**src/rtl/mips_pkg.sv**
```systemverilog
// Shared MIPS pipeline constants and the fetch-stage state encoding.
package mips_pkg;

  localparam logic [31:0] NOP_INSTR  = 32'h0000_0000;
  localparam logic [31:0] WORD_BYTES = 32'd4;

  typedef enum logic {
    FETCH_RUN  = 1'b0,
    FETCH_HALT = 1'b1
  } fetch_state_e;

endpackage

```
**src/rtl/instruction_fetch_unit_if_id_reg.sv**
```systemverilog
// IF/ID pipeline register: captures the fetched word with its PC, or squashes to a NOP bubble.
module if_id_reg
  import mips_pkg::*;
(
  input  logic        clock,
  input  logic        reset_n,
  input  logic        en_i,
  input  logic        flush_i,
  input  logic [31:0] instr_i,
  input  logic [31:0] pc_i,
  output logic        valid_o,
  output logic [31:0] instr_o,
  output logic [31:0] pc_o,
  output logic [31:0] pc4_o
);

  logic        valid_q;
  logic [31:0] instr_q;
  logic [31:0] pc_q;
  logic [31:0] pc4_q;

  // A flush only clears valid/instr; the PC fields keep their last fetched values.
  always_ff @(posedge clock or negedge reset_n) begin
    if (!reset_n) begin
      valid_q <= 1'b0;
      instr_q <= NOP_INSTR;
      pc_q    <= 32'h0;
      pc4_q   <= 32'h0;
    end else if (en_i) begin
      if (flush_i) begin
        valid_q <= 1'b0;
        instr_q <= NOP_INSTR;
      end else begin
        valid_q <= 1'b1;
        instr_q <= instr_i;
        pc_q    <= pc_i;
        pc4_q   <= pc_i + WORD_BYTES;
      end
    end
  end

  assign valid_o = valid_q;
  assign instr_o = instr_q;
  assign pc_o    = pc_q;
  assign pc4_o   = pc4_q;

endmodule

```
**src/rtl/instruction_fetch_unit.sv**
```systemverilog
// MIPS IF stage: owns the PC, handles stall/redirect/halt and feeds the IF/ID register.
module instruction_fetch_unit
  import mips_pkg::*;
#(
  parameter logic [31:0] RESET_PC   = 32'h0000_0000,
  parameter int unsigned IMEM_BYTES = 1064,
  parameter int unsigned CNT_W      = 16
) (
  input  logic             clock,
  input  logic             reset_n,
  input  logic             stall,
  input  logic             redirect_valid,
  input  logic [31:0]      redirect_pc,
  output logic [31:0]      imem_addr,
  input  logic [31:0]      imem_data,
  output logic             if_id_valid,
  output logic [31:0]      if_id_instr,
  output logic [31:0]      if_id_pc,
  output logic [31:0]      if_id_pc4,
  output logic             halted,
  output logic             misalign_err,
  output logic [CNT_W-1:0] fetch_count
);

  localparam logic [31:0] LAST_PC = 32'(IMEM_BYTES - 4);

  fetch_state_e     state_q;
  logic [31:0]      pc_q;
  logic [31:0]      pc_d;
  logic             halted_q;
  logic             misalignErr_q;
  logic [CNT_W-1:0] fetchCount_q;
  logic [CNT_W-1:0] fetchCount_d;

  logic outOfRange;
  logic redirectAligned;
  logic isHalt;
  logic regEnable;
  logic regFlush;

  assign outOfRange      = pc_q > LAST_PC;
  assign redirectAligned = redirect_pc[1:0] == 2'b00;
  assign isHalt          = state_q == FETCH_HALT;
  assign pc_d            = pc_q + WORD_BYTES;
  assign fetchCount_d    = fetchCount_q + CNT_W'(1);

  // Redirect beats stall; an un-stalled out-of-range fetch squashes instead of loading.
  assign regEnable = ~stall | redirect_valid | isHalt;
  assign regFlush  = redirect_valid | isHalt | outOfRange;

  always_ff @(posedge clock or negedge reset_n) begin
    if (!reset_n) begin
      state_q       <= FETCH_RUN;
      pc_q          <= RESET_PC;
      halted_q      <= 1'b0;
      misalignErr_q <= 1'b0;
      fetchCount_q  <= '0;
    end else begin
      case (state_q)
        FETCH_RUN: begin
          if (redirect_valid) begin
            if (redirectAligned) begin
              pc_q <= redirect_pc;
            end else begin
              misalignErr_q <= 1'b1;
              halted_q      <= 1'b1;
              state_q       <= FETCH_HALT;
            end
          end else if (!stall) begin
            if (outOfRange) begin
              halted_q <= 1'b1;
              state_q  <= FETCH_HALT;
            end else begin
              pc_q         <= pc_d;
              fetchCount_q <= fetchCount_d;
            end
          end
        end
        FETCH_HALT: begin
          if (redirect_valid) begin
            if (redirectAligned) begin
              pc_q     <= redirect_pc;
              halted_q <= 1'b0;
              state_q  <= FETCH_RUN;
            end else begin
              misalignErr_q <= 1'b1;
            end
          end
        end
        default: state_q <= FETCH_HALT;
      endcase
    end
  end

  if_id_reg u_if_id_reg (
    .clock   (clock),
    .reset_n (reset_n),
    .en_i    (regEnable),
    .flush_i (regFlush),
    .instr_i (imem_data),
    .pc_i    (pc_q),
    .valid_o (if_id_valid),
    .instr_o (if_id_instr),
    .pc_o    (if_id_pc),
    .pc4_o   (if_id_pc4)
  );

  assign imem_addr    = pc_q;
  assign halted       = halted_q;
  assign misalign_err = misalignErr_q;
  assign fetch_count  = fetchCount_q;

  pcWordAligned: assert property (@(posedge clock) disable iff (!reset_n) pc_q[1:0] == 2'b00);

endmodule

```
**config.mk**
```make
export PLATFORM = sky130hd
export DESIGN_NAME = instruction_fetch_unit
export DESIGN_NICKNAME = d
export VERILOG_FILES = /design/src/rtl/mips_pkg.sv /design/src/rtl/instruction_fetch_unit_if_id_reg.sv /design/src/rtl/instruction_fetch_unit.sv
export SDC_FILE = /design/constraint.sdc
export NUM_CORES = 1
export LEC_CHECK = 0
export BUFFER_PORTS_ARGS = -buffer_cell sky130_fd_sc_hd__clkbuf_2
export CORE_ASPECT_RATIO = 0.9
export CORE_MARGIN = 4
export CORE_UTILIZATION = 38
export DETAILED_ROUTE_END_ITERATION = 6
export PLACE_DENSITY = 0.71
export RECOVER_POWER = 25
export SETUP_SLACK_MARGIN = 0.2
export SLEW_MARGIN = 20
export SYNTH_ARGS = -nofsm -noshare
export SYNTH_HDL_FRONTEND = slang
export SYNTH_SLANG_ARGS = --single-unit
```
**constraint.sdc**
```tcl
create_clock -name clock -period 2.3 [get_ports clock]
set_input_delay 0.46 -clock clock [delete_from_list [all_inputs] [get_ports clock]]
set_output_delay 0.46 -clock clock [all_outputs]
set_load 0.05 [all_outputs]
```
==> flow_metrics.env, run 1 <==
export IMPL_status="finished, final reports clean"
export IMPL_seq_area_frac_synth=0.613
export IMPL_ys_types=45
export IMPL_fill_cells=1360
export IMPL_crit_required_ps=2600
export IMPL_antenna_left=0
export IMPL_slowest_stage="dfrtp_2"
export IMPL_syn2layout_area_growth_pct=35.9
export IMPL_synthesis_area_um2=5960
export IMPL_path_cells="buf_4, nor4_1, o21ai_2, a311oi_4, and2_4, buf_12, mux2_4"
export IMPL_final_common_cell="clkbuf_2"
export IMPL_crit_buf_inv=2
export IMPL_post_dp_cell_area_um2=7360
export IMPL_final_util=0.527
export IMPL_finalCriticalPeriod_ps=2110
export IMPL_power_density_nw_per_um2=819
export IMPL_hpwl_um=11200
export IMPL_syn_area_per_cell_um2=11.8
export IMPL_p_sw_frac=0.305
export IMPL_grt_pass1_vias=4718
export IMPL_wire_per_inst_um=16.5
export IMPL_clk_latency_ps=420
export IMPL_vias=4650
export IMPL_antenna_found_initial=0
export IMPL_crit_family="compound AO/OA/AOI/OAI gates"
export IMPL_place_congestion=0.798
export IMPL_final_cell_mix="clkbuf_2 (215), dfrtp_1 (139), nand2_1 (76)"
export IMPL_grt_total_usage=0.180
export IMPL_tritoncts="done"
export IMPL_min_from="redirect_pc[30]"
export IMPL_routed_wl_um=15700
export IMPL_rr_startpoint="imem_addr[6]"
export IMPL_yosysWarnings=0
export IMPL_skew_ps=8.01
export IMPL_setup_viol=0
export IMPL_core_area_um2=15400
export IMPL_critPathMaxStageDelay_ps=420
export IMPL_peakVddDrop_uv=496
export IMPL_total_power_mw=6.64
export IMPL_hold_path_class="input port to flip-flop"
export IMPL_tns_ps=0
export IMPL_cts_buffers_inserted=17
export IMPL_seq_power_share=0.423
export IMPL_vias_per_cell=4.89
export IMPL_placementRows=43
export IMPL_cp_start_kind="flip-flop"
export IMPL_maxCapViolations=0
export IMPL_ys_ff_latch=146
export IMPL_hold_depth=3
export IMPL_io_buffer_count=214
export IMPL_power_frac_comb=0.153
export IMPL_async_flop_share=1.00
export IMPL_power_switching_mw=2.02
export IMPL_rsz0062_at_grt="yes"
export IMPL_ios=215
export IMPL_min_to="imem_addr[30]"
export IMPL_p_leak_nw=4.33
export IMPL_synthFlopType="dfrtp_1"
export IMPL_worst_slew_pin_slew_ps=1470
export IMPL_finalCritPeriodShare=0.916
export IMPL_r2r_end="u_if_id_reg.pc4_o[10]"
export IMPL_drt_pass1_iter_count=4
export IMPL_clk_pin_slew_ps=70
export IMPL_ctsHtreeMaxLevel=4
export IMPL_cp_num_cells=7
export IMPL_seq_area_um2=3660
export IMPL_die_w_um=140
export IMPL_internal_power_mw=4.61
export IMPL_clkPwrFrac=0.424
export IMPL_overflow=0
export IMPL_synthCells=505
export IMPL_synth_edff_count=0
export IMPL_slew_viol_final=0
export IMPL_drc_errors=0
export IMPL_finalHoldViolCount=0
export IMPL_cts_sinks=146
export IMPL_die_h_um=127
export IMPL_antenna_cells=0
export IMPL_rrSetupSlack_ps=190
export IMPL_die_area_um2=17800
export IMPL_final_cell_area_um2=8110
export IMPL_rr_worst_depth=7
export IMPL_start_util=0.388
export IMPL_grt_pass1_wl_um=25300
export IMPL_drt_iter0_drc=245
export IMPL_cp_max_fo=9
export IMPL_cts_root_buffer="clkbuf_16"
export IMPL_clockBufferDepth=2
export IMPL_nets=808
export IMPL_multiInputGateArea_um2=2120
export IMPL_fmax_ghz=0.475
export IMPL_endpoint_kind="flip-flop"
export IMPL_crit_arrival_ps=2410
export IMPL_layout_drive_gt1_share=0.421
export IMPL_critPathKind="flip-flop to flip-flop"
export IMPL_relSlewSlack=0.0182
export IMPL_hold_slack_ps=230
export IMPL_synth_nets=577
export IMPL_grt_max_degree=58
metal layers:
layer / GRT usage / wire (um) / share of wire / vias up
li1: - / - / - / 2198
met1: 0.235 / 6800 / 0.43 / 2290
met2: 0.291 / 7700 / 0.49 / 143
met3: 0.0554 / 933 / 0.060 / 19
met4: 0.0553 / 238 / 0.015 / 0
met5: 0 / 0 / 0 / -
sequential cells by signal (all words and copies together) (netlist names):
| name | count |
|---|---|
| u_if_id_reg.valid_o | 1 |
| u_if_id_reg.pc4_o | 30 |
| isHalt | 1 |
| imem_addr | 32 |
| u_if_id_reg.pc_o | 32 |
| misalign_err | 1 |
| fetch_count | 16 |
| u_if_id_reg.instr_o | 32 |
| halted | 1 |
final cells by class:
class,count,area share
Multi-Input combinational cell,318,0.262
Tap cell,202,0.0312
Clock inverter,15,0.0213
Timing Repair Buffer,249,0.179
Sequential cell,146,0.452
Inverter,4,0.00185
Clock buffer,17,0.0525
logic make-up after synthesis:
logic type | count (synthesis) | share of synthesized area
simple gates | 197 | 0.165
mux | 18 | 0.0396
xor+xnor | 22 | 0.0323
compound gates | 77 | 0.100
flops | 146 | 0.613
fa+ha+maj | 4 | 0.00839
buf+inv | 41 | 0.0415
worst register-to-register path, delay by kind of cell, from the launching register on:
kind | cells | cell delay [ps]
DFF | 1 | 420
muxes | 1 | 310
buffers and inverters | 2 | 330
and+or+nand+nor | 2 | 460
AOI/OAI and AO/OA | 2 | 480
worst max path at each step:
stage / slack, ps / endpoint / from
3_5_place_dp: 170 / u_if_id_reg.pc4_o[10] / imem_addr[7]
6_report: 190 / u_if_id_reg.pc4_o[10] / imem_addr[6]
2_1_floorplan: 170 / fetch_count[1] / imem_addr[6]
3_3_place_gp: 210 / u_if_id_reg.pc4_o[9] / imem_addr[7]
5_1_grt: 100 / u_if_id_reg.pc4_o[3] / imem_addr[6]
4_1_cts: 190 / u_if_id_reg.pc_o[7] / imem_addr[6]
power groups by stage:
stage	clock, mW	combinational, mW	sequential [mW]
6_report	2.81	1.02	2.81
2_1_floorplan	0	0.309	3.19
4_1_cts	2.88	1.02	2.80
5_1_grt	3.00	1.09	2.82
3_3_place_gp	0	1.01	2.84
3_5_place_dp	0	1.02	2.85
stage by stage:
step                worst slack, ps  std cells
finish                          193        951
global route                    101        951
CTS                             194        945
detailed placement              171        911
global placement                211        911
floorplan                       165        505
cell usage after synthesis, types with 2 or more instances:
library cell / number / share of area
buf_4: 6 / 0.0076
nor2b_1: 3 / 0.0031
mux2_4: 9 / 0.023
buf_6: 9 / 0.017
o21ai_0: 7 / 0.0059
or2_2: 4 / 0.0042
inv_1: 4 / 0.0025
o32a_1: 2 / 0.0034
nor4_1: 9 / 0.0094
nand3_1: 13 / 0.011
ha_1: 4 / 0.0084
clkbuf_1: 19 / 0.012
o32ai_1: 6 / 0.0088
xnor2_1: 22 / 0.032
nor3_1: 5 / 0.0042
and2_1: 48 / 0.050
a21o_1: 2 / 0.0025
mux2_2: 5 / 0.0094
a22o_1: 33 / 0.048
nor2_1: 16 / 0.010
dfrtp_1: 146 / 0.61
buf_2: 3 / 0.0025
a31oi_1: 4 / 0.0042
a21oi_1: 11 / 0.0092
nand4_1: 8 / 0.0084
mux2_1: 4 / 0.0076
and3_1: 10 / 0.010
nand2_1: 76 / 0.048
timing repair:
| action | in CTS | in global routing |
|---|---|---|
| buffers inserted | 2 | 2 |
| endpoints found under the setup margin | 6 | 73 |
| pin swaps | 2 | 13 |
| gates resized for setup | 3 | 7 |
| hold buffers | 0 | 0 |
| gates cloned | 0 | 4 |
Power figures use the tool's default switching activity.
==> inputs of run 2 (changes only) <==
--- a/config.mk
+++ b/config.mk
@@ -7,9 +7,11 @@
 export LEC_CHECK = 0
 export BUFFER_PORTS_ARGS = -buffer_cell sky130_fd_sc_hd__clkbuf_2
+export CELL_PAD_IN_SITES_DETAIL_PLACEMENT = 1
+export CELL_PAD_IN_SITES_GLOBAL_PLACEMENT = 1
 export CORE_ASPECT_RATIO = 0.9
 export CORE_MARGIN = 4
 export CORE_UTILIZATION = 38
 export DETAILED_ROUTE_END_ITERATION = 6
-export PLACE_DENSITY = 0.71
+export PLACE_DENSITY = 0.87
 export RECOVER_POWER = 25
 export SETUP_SLACK_MARGIN = 0.2
@@ -18,2 +20,3 @@
 export SYNTH_HDL_FRONTEND = slang
 export SYNTH_SLANG_ARGS = --single-unit
+export TNS_END_PERCENT = 100
==> constraint.sdc (replaced) <==
create_clock -name clock -period 2.3 [get_ports clock]
set_input_delay 0.46 -clock clock [delete_from_list [all_inputs] [get_ports clock]]
set_output_delay 0.46 -clock clock [all_outputs]
set_load 0.01 [all_outputs]
==> run 2 against run 1 <==
Sequential share of layout area decreased by 1.2 points. Cell count increased by 0.74%. Critical path depth unchanged. Worst hold slack got worse by 9.7 ps. Final area increased by 2.6%. Critical path type unchanged. Critical endpoint is now fetch_count[1]. Largest cell class unchanged. Highest routed layer unchanged.
==> flow_metrics.env, run 2 (synthesized netlist as in run 1, its figures left out) <==
export IMPL_cpMostUsedCell="buf_4"
export IMPL_rr_startpoint="imem_addr[2]"
export IMPL_ios=215
export IMPL_antenna_found_initial=0
export IMPL_hpwl_um=12500
export IMPL_hold_path_class="input port to flip-flop"
export IMPL_place_congestion=0.832
export IMPL_slew_viol_final=0
export IMPL_cts_sinks=146
export IMPL_drt_pass1_iter_count=4
export IMPL_overflow=0
export IMPL_crit_buf_inv=2
export IMPL_finalCriticalPeriod_ps=2210
export IMPL_die_w_um=140
export IMPL_total_power_mw=6.40
export IMPL_grt_pass1_vias=5411
export IMPL_wire_per_inst_um=20.1
export IMPL_dp_cells=909
export IMPL_core_area_um2=15400
export IMPL_relSlewSlack=0.221
export IMPL_endpoint="fetch_count[1]"
export IMPL_grt_use_met2=0.363
export IMPL_startpoint="imem_addr[2]"
export IMPL_seq_area_um2=3660
export IMPL_nets=815
export IMPL_tritoncts="done"
export IMPL_fin_cells=958
export IMPL_endpoint_kind="flip-flop"
export IMPL_status="finished, final reports clean"
export IMPL_critPathKind="flip-flop to flip-flop"
export IMPL_die_area_um2=17800
export IMPL_drc_errors=0
export IMPL_power_density_nw_per_um2=770
export IMPL_critPathMaxStageDelay_ps=420
export IMPL_finalCritPeriodShare=0.961
export IMPL_syn2layout_area_growth_pct=39.5
export IMPL_rsz0062_at_grt="yes"
export IMPL_vias=4967
export IMPL_setup_viol=0
export IMPL_finalHoldViolCount=0
export IMPL_fmax_ghz=0.452
export IMPL_ctsHtreeMaxLevel=4
export IMPL_cp_max_fo=7
export IMPL_antenna_cells=0
export IMPL_clockBufferDepth=2
export IMPL_grt_pass1_wl_um=30000
export IMPL_p_leak_nw=4.46
export IMPL_hold_depth=3
export IMPL_grt_max_degree=55
export IMPL_r2r_end="fetch_count[1]"
export IMPL_crit_required_ps=2610
export IMPL_crit_family="compound AO/OA/AOI/OAI gates"
export IMPL_placementRows=43
export IMPL_clk_latency_ps=430
export IMPL_crit_arrival_ps=2520
export IMPL_clk_pin_slew_ps=70
export IMPL_skew_ps=9.61
export IMPL_pre_cts_ws_ps=128
export IMPL_die_h_um=127
export IMPL_io_buffer_count=214
export IMPL_rr_worst_depth=7
export IMPL_start_util=0.388
export IMPL_use_met3=0.0652
export IMPL_vias_per_cell=5.18
export IMPL_path_cells="buf_4, ha_1, nand4b_1, a311oi_4, buf_4, and2_4, mux2_4"
export IMPL_worst_slew_pin_slew_ps=1170
export IMPL_grt_total_usage=0.212
export IMPL_tns_ps=0
export IMPL_layout_drive_gt1_share=0.452
export IMPL_final_util=0.541
export IMPL_drt_iter0_drc=211
export IMPL_final_cell_mix="clkbuf_2 (214), dfrtp_1 (144), nand2_1 (76)"
export IMPL_cts_buffers_inserted=17
export IMPL_routed_wl_um=19300
export IMPL_cp_num_cells=7
export IMPL_final_common_cell="clkbuf_2"
export IMPL_cts_root_buffer="clkbuf_16"
export IMPL_top_usage_layer="met2"
export IMPL_grt_use_met1=0.261
export IMPL_setup_ws_ps=89.7
export IMPL_peakVddDrop_uv=509
export IMPL_multiInputGateArea_um2=2240
export IMPL_rrSetupSlack_ps=90
export IMPL_cp_start_kind="flip-flop"
export IMPL_maxCapViolations=0
export IMPL_fill_cells=1705
export IMPL_slowest_stage="a311oi_4"
export IMPL_antenna_left=0
run 2: changes by cell type in the layout (fill, tap and decap cells not counted), sizes merged, moves of 2 or more:
cell	delta
buf	+9
clkinv	+3
clkbuf	-5
bufinv	-2
run 2: area by class of cell:
cell class / instances / share of cell area
clock buffers: 17 / 0.0511
clock inverters: 15 / 0.0218
inverters: 4 / 0.00181
multi-input cells: 319 / 0.269
flip-flops and latches: 146 / 0.440
well taps: 202 / 0.0304
repair buffers: 255 / 0.186
run 2: worst min path at each step:
stage | startpoint | endpoint | slack, ps
detailed placement | reset_n | u_if_id_reg.pc_o[0] | 420
finish | redirect_pc[17] | imem_addr[17] | 220
global placement | reset_n | u_if_id_reg.pc_o[0] | 420
CTS | redirect_pc[18] | imem_addr[18] | 210
global route | redirect_pc[22] | imem_addr[22] | 210
floorplan | reset_n | fetch_count[0] | 160
run 2: worst reg2reg max path: cells and delay by family (launching register included):
kind	cells	cell delay, ps
buf+inv	2	390
fa+ha+maj	1	170
mux	1	330
simple gates	2	410
compound gates	1	420
flops	1	390
run 2: repair_timing:
action                     in CTS  in global routing
gates resized for setup        17                 33
hold buffers                    1                  0
buffers inserted                9                  2
cloned                          3                  2
pin swaps                       6                 13
hold endpoints to repair       43                  0
setup endpoints to repair      54                121
run 2: where the power goes:
group	leakage (nW)	internal [mW]	switching (mW)
clock	0.296	1.48	1.32
sequential	1.97	2.67	0.126
combinational	2.19	0.344	0.467
total	4.46	4.49	1.91
run 2: metal layers:
metal	wire length [um]	share of wire	up-vias
li1	-	-	2219
met1	7760	0.40	2553
met2	9970	0.52	168
met3	1190	0.062	27
met4	337	0.017	0
met5	0	0	-
run 2: per-stage QoR:
stage          hold slack, ps  cell area [um^2]
3_3_place_gp              424              7310
3_5_place_dp              425              7310
4_1_cts                   208              8170
2_1_floorplan             164              5960
5_1_grt                   215              8320
6_report                  221              8320
==> inputs of run 3 (changes only) <==
CORE_UTILIZATION = 34   (was 38)
PLACE_DENSITY = 0.82   (was 0.87)
TNS_END_PERCENT = 1   (was 100)
clock period = 1.95 ns   (was 2.3 ns; I/O delays follow)
==> run 3 against run 2 <==
The run now ends with negative setup slack left. Cell count grew 6.8%. Maximum frequency rose by 6.1%. Sequential share of layout area fell by 2.2 points. Largest cell class unchanged.
==> flow_metrics.env, run 3 (synthesized netlist as in run 1, its figures left out) <==
export IMPL_status="finished, violations left"
export IMPL_violations="negative setup slack"
export IMPL_cts_buffers_inserted=17
export IMPL_die_h_um=134
export IMPL_startpoint="imem_addr[7]"
export IMPL_wire_per_inst_um=19.9
export IMPL_finalCriticalPeriod_ps=2080
export IMPL_worst_slew_pin_slew_ps=802
export IMPL_tritoncts="done"
export IMPL_final_common_cell="clkbuf_2"
export IMPL_antenna_cells=0
export IMPL_die_w_um=148
export IMPL_placementRows=45
export IMPL_internal_power_mw=6.21
export IMPL_syn2layout_area_growth_pct=46.9
export IMPL_drc_errors=0
export IMPL_cts_sinks=146
export IMPL_ios=215
export IMPL_clkPwrFrac=0.457
export IMPL_rr_startpoint="imem_addr[7]"
export IMPL_antenna_left=0
export IMPL_r2r_end="fetch_count[12]"
export IMPL_power_density_nw_per_um2=956
export IMPL_layout_drive_gt1_share=0.497
export IMPL_fin_cells=1023
export IMPL_peakVddDrop_uv=571
export IMPL_grt_total_usage=0.200
export IMPL_critPathMaxStageDelay_ps=470
export IMPL_antenna_found_initial=0
export IMPL_overflow=0
export IMPL_finalCritPeriodShare=1.07
export IMPL_cts_root_buffer="clkbuf_16"
export IMPL_p_leak_nw=4.65
export IMPL_power_switching_mw=2.16
export IMPL_rsz0062_at_grt="yes"
export IMPL_clk_latency_ps=420
export IMPL_grt_max_degree=53
export IMPL_path_cells="nor4_4, o21ai_2, a311oi_4, buf_6, buf_6, buf_12, nand4_1, xnor2_1"
export IMPL_grt_pass1_wl_um=30800
export IMPL_start_util=0.350
export IMPL_endpoint_kind="flip-flop"
export IMPL_setup_viol=99
export IMPL_nets=847
export IMPL_place_congestion=0.809
export IMPL_cp_start_kind="flip-flop"
export IMPL_drt_pass1_iter_count=4
export IMPL_routed_wl_um=20400
export IMPL_core_area_um2=17100
export IMPL_skew_ps=10.5
export IMPL_critPathKind="flip-flop to flip-flop"
export IMPL_setup_ws_ps=-134
export IMPL_hpwl_um=13300
export IMPL_vias_per_cell=4.96
export IMPL_rrSetupSlack_ps=-130
export IMPL_total_power_mw=8.37
export IMPL_ctsHtreeMaxLevel=4
export IMPL_clockBufferDepth=2
export IMPL_finalHoldViolCount=0
export IMPL_fill_cells=1892
export IMPL_crit_arrival_ps=2410
export IMPL_vias=5076
export IMPL_slew_viol_final=0
export IMPL_hold_path_class="input port to flip-flop"
export IMPL_p_sw_frac=0.258
export IMPL_cp_max_fo=10
export IMPL_fmax_ghz=0.480
export IMPL_endpoint="fetch_count[12]"
export IMPL_slowest_stage="dfrtp_2"
export IMPL_cpMostUsedCell="buf_6"
export IMPL_final_cell_mix="clkbuf_2 (212), dfrtp_1 (145), nand2_1 (76)"
export IMPL_dp_cells=980
export IMPL_drt_iter0_drc=223
export IMPL_seq_power_share=0.392
export IMPL_power_frac_comb=0.152
export IMPL_die_area_um2=19700
export IMPL_crit_required_ps=2280
export IMPL_maxCapViolations=0
export IMPL_grt_pass1_vias=5540
export IMPL_rr_worst_depth=8
export IMPL_relSlewSlack=0.465
export IMPL_io_buffer_count=214
export IMPL_clk_pin_slew_ps=70
==> run 3: cell types whose count changed in the layout (fill, tap and decap cells not counted), sizes merged <==
| cell | before | now |
|---|---|---|
| bufinv | 0 | 6 |
| clkinvlp | 0 | 1 |
| buf | 38 | 72 |
| clkbuf | 232 | 233 |
| bufbuf | 1 | 0 |
| inv | 13 | 8 |
| clkinv | 6 | 3 |
| and2 | 50 | 49 |
==> run 3: per-layer routing <==
| metal | GRT usage | up-vias | share of wire |
|---|---|---|---|
| li1 | - | 2274 | - |
| met1 | 0.235 | 2567 | 0.38 |
| met2 | 0.341 | 181 | 0.52 |
| met3 | 0.0602 | 54 | 0.061 |
| met4 | 0.0870 | 0 | 0.036 |
| met5 | 0 | - | 0 |
==> run 3: worst min path at each step <==
stage                         start                   to  slack, ps  depth (start not counted)
finish              redirect_pc[20]        imem_addr[20]        160                          3
global route        redirect_pc[22]        imem_addr[22]        160                          3
CTS                 redirect_pc[23]        imem_addr[23]        140                          3
detailed placement          reset_n  u_if_id_reg.pc_o[1]        300                          1
global placement            reset_n  u_if_id_reg.pc_o[1]        300                          1
floorplan                   reset_n       fetch_count[0]         90                          0
==> run 3: cell type report <==
| cell class | instances | area, um^2 | area share |
|---|---|---|---|
| Sequential cell | 146 | 3650 | 0.417 |
| Multi-Input combinational cell | 318 | 2310 | 0.264 |
| Timing Repair Buffer | 288 | 1790 | 0.205 |
| Clock buffer | 18 | 439 | 0.0501 |
| Tap cell | 235 | 294 | 0.0336 |
| Clock inverter | 14 | 249 | 0.0284 |
| Inverter | 4 | 15.0 | 0.00171 |
==> run 3: power by group through the flow <==
stage          combinational (mW)  clock (mW)  sequential [mW]
5_1_grt                      1.36        4.04             3.29
3_5_place_dp                 1.08           0             3.30
3_3_place_gp                 1.05           0             3.29
2_1_floorplan               0.359           0             3.38
6_report                     1.27        3.82             3.28
4_1_cts                      1.19        3.89             3.26
==> run 3: critical path: cells and delay by family, from the launching register on <==
family,cells,cell delay (ps)
AOI/OAI and AO/OA,2,480
xor gates and xnor gates,1,220
and+or+nand+nor,2,390
DFF,1,470
buffers and inverters,3,420
==> run 3: what timing repair did <==
action	4_1_cts	5_1_grt
hold buffers	1	0
pin swaps	38	30
cloned	2	1
endpoints found under the hold margin	29	0
setup endpoints to repair	124	125
resized for setup	37	44
buffers inserted	7	0
==> run 3: through the flow <==
stage	setup WS, ps	util	area [um^2]	TNS, ps	hold WS (ps)
2_1_floorplan	-27.5	-	6000	-151	94.4
3_3_place_gp	-139	0.449	7660	-6280	296
3_5_place_dp	-260	0.449	7660	-17470	296
4_1_cts	-91.0	0.505	8610	-5310	138
5_1_grt	-228	0.513	8760	-15280	160
6_report	-134	0.513	8760	-6290	161
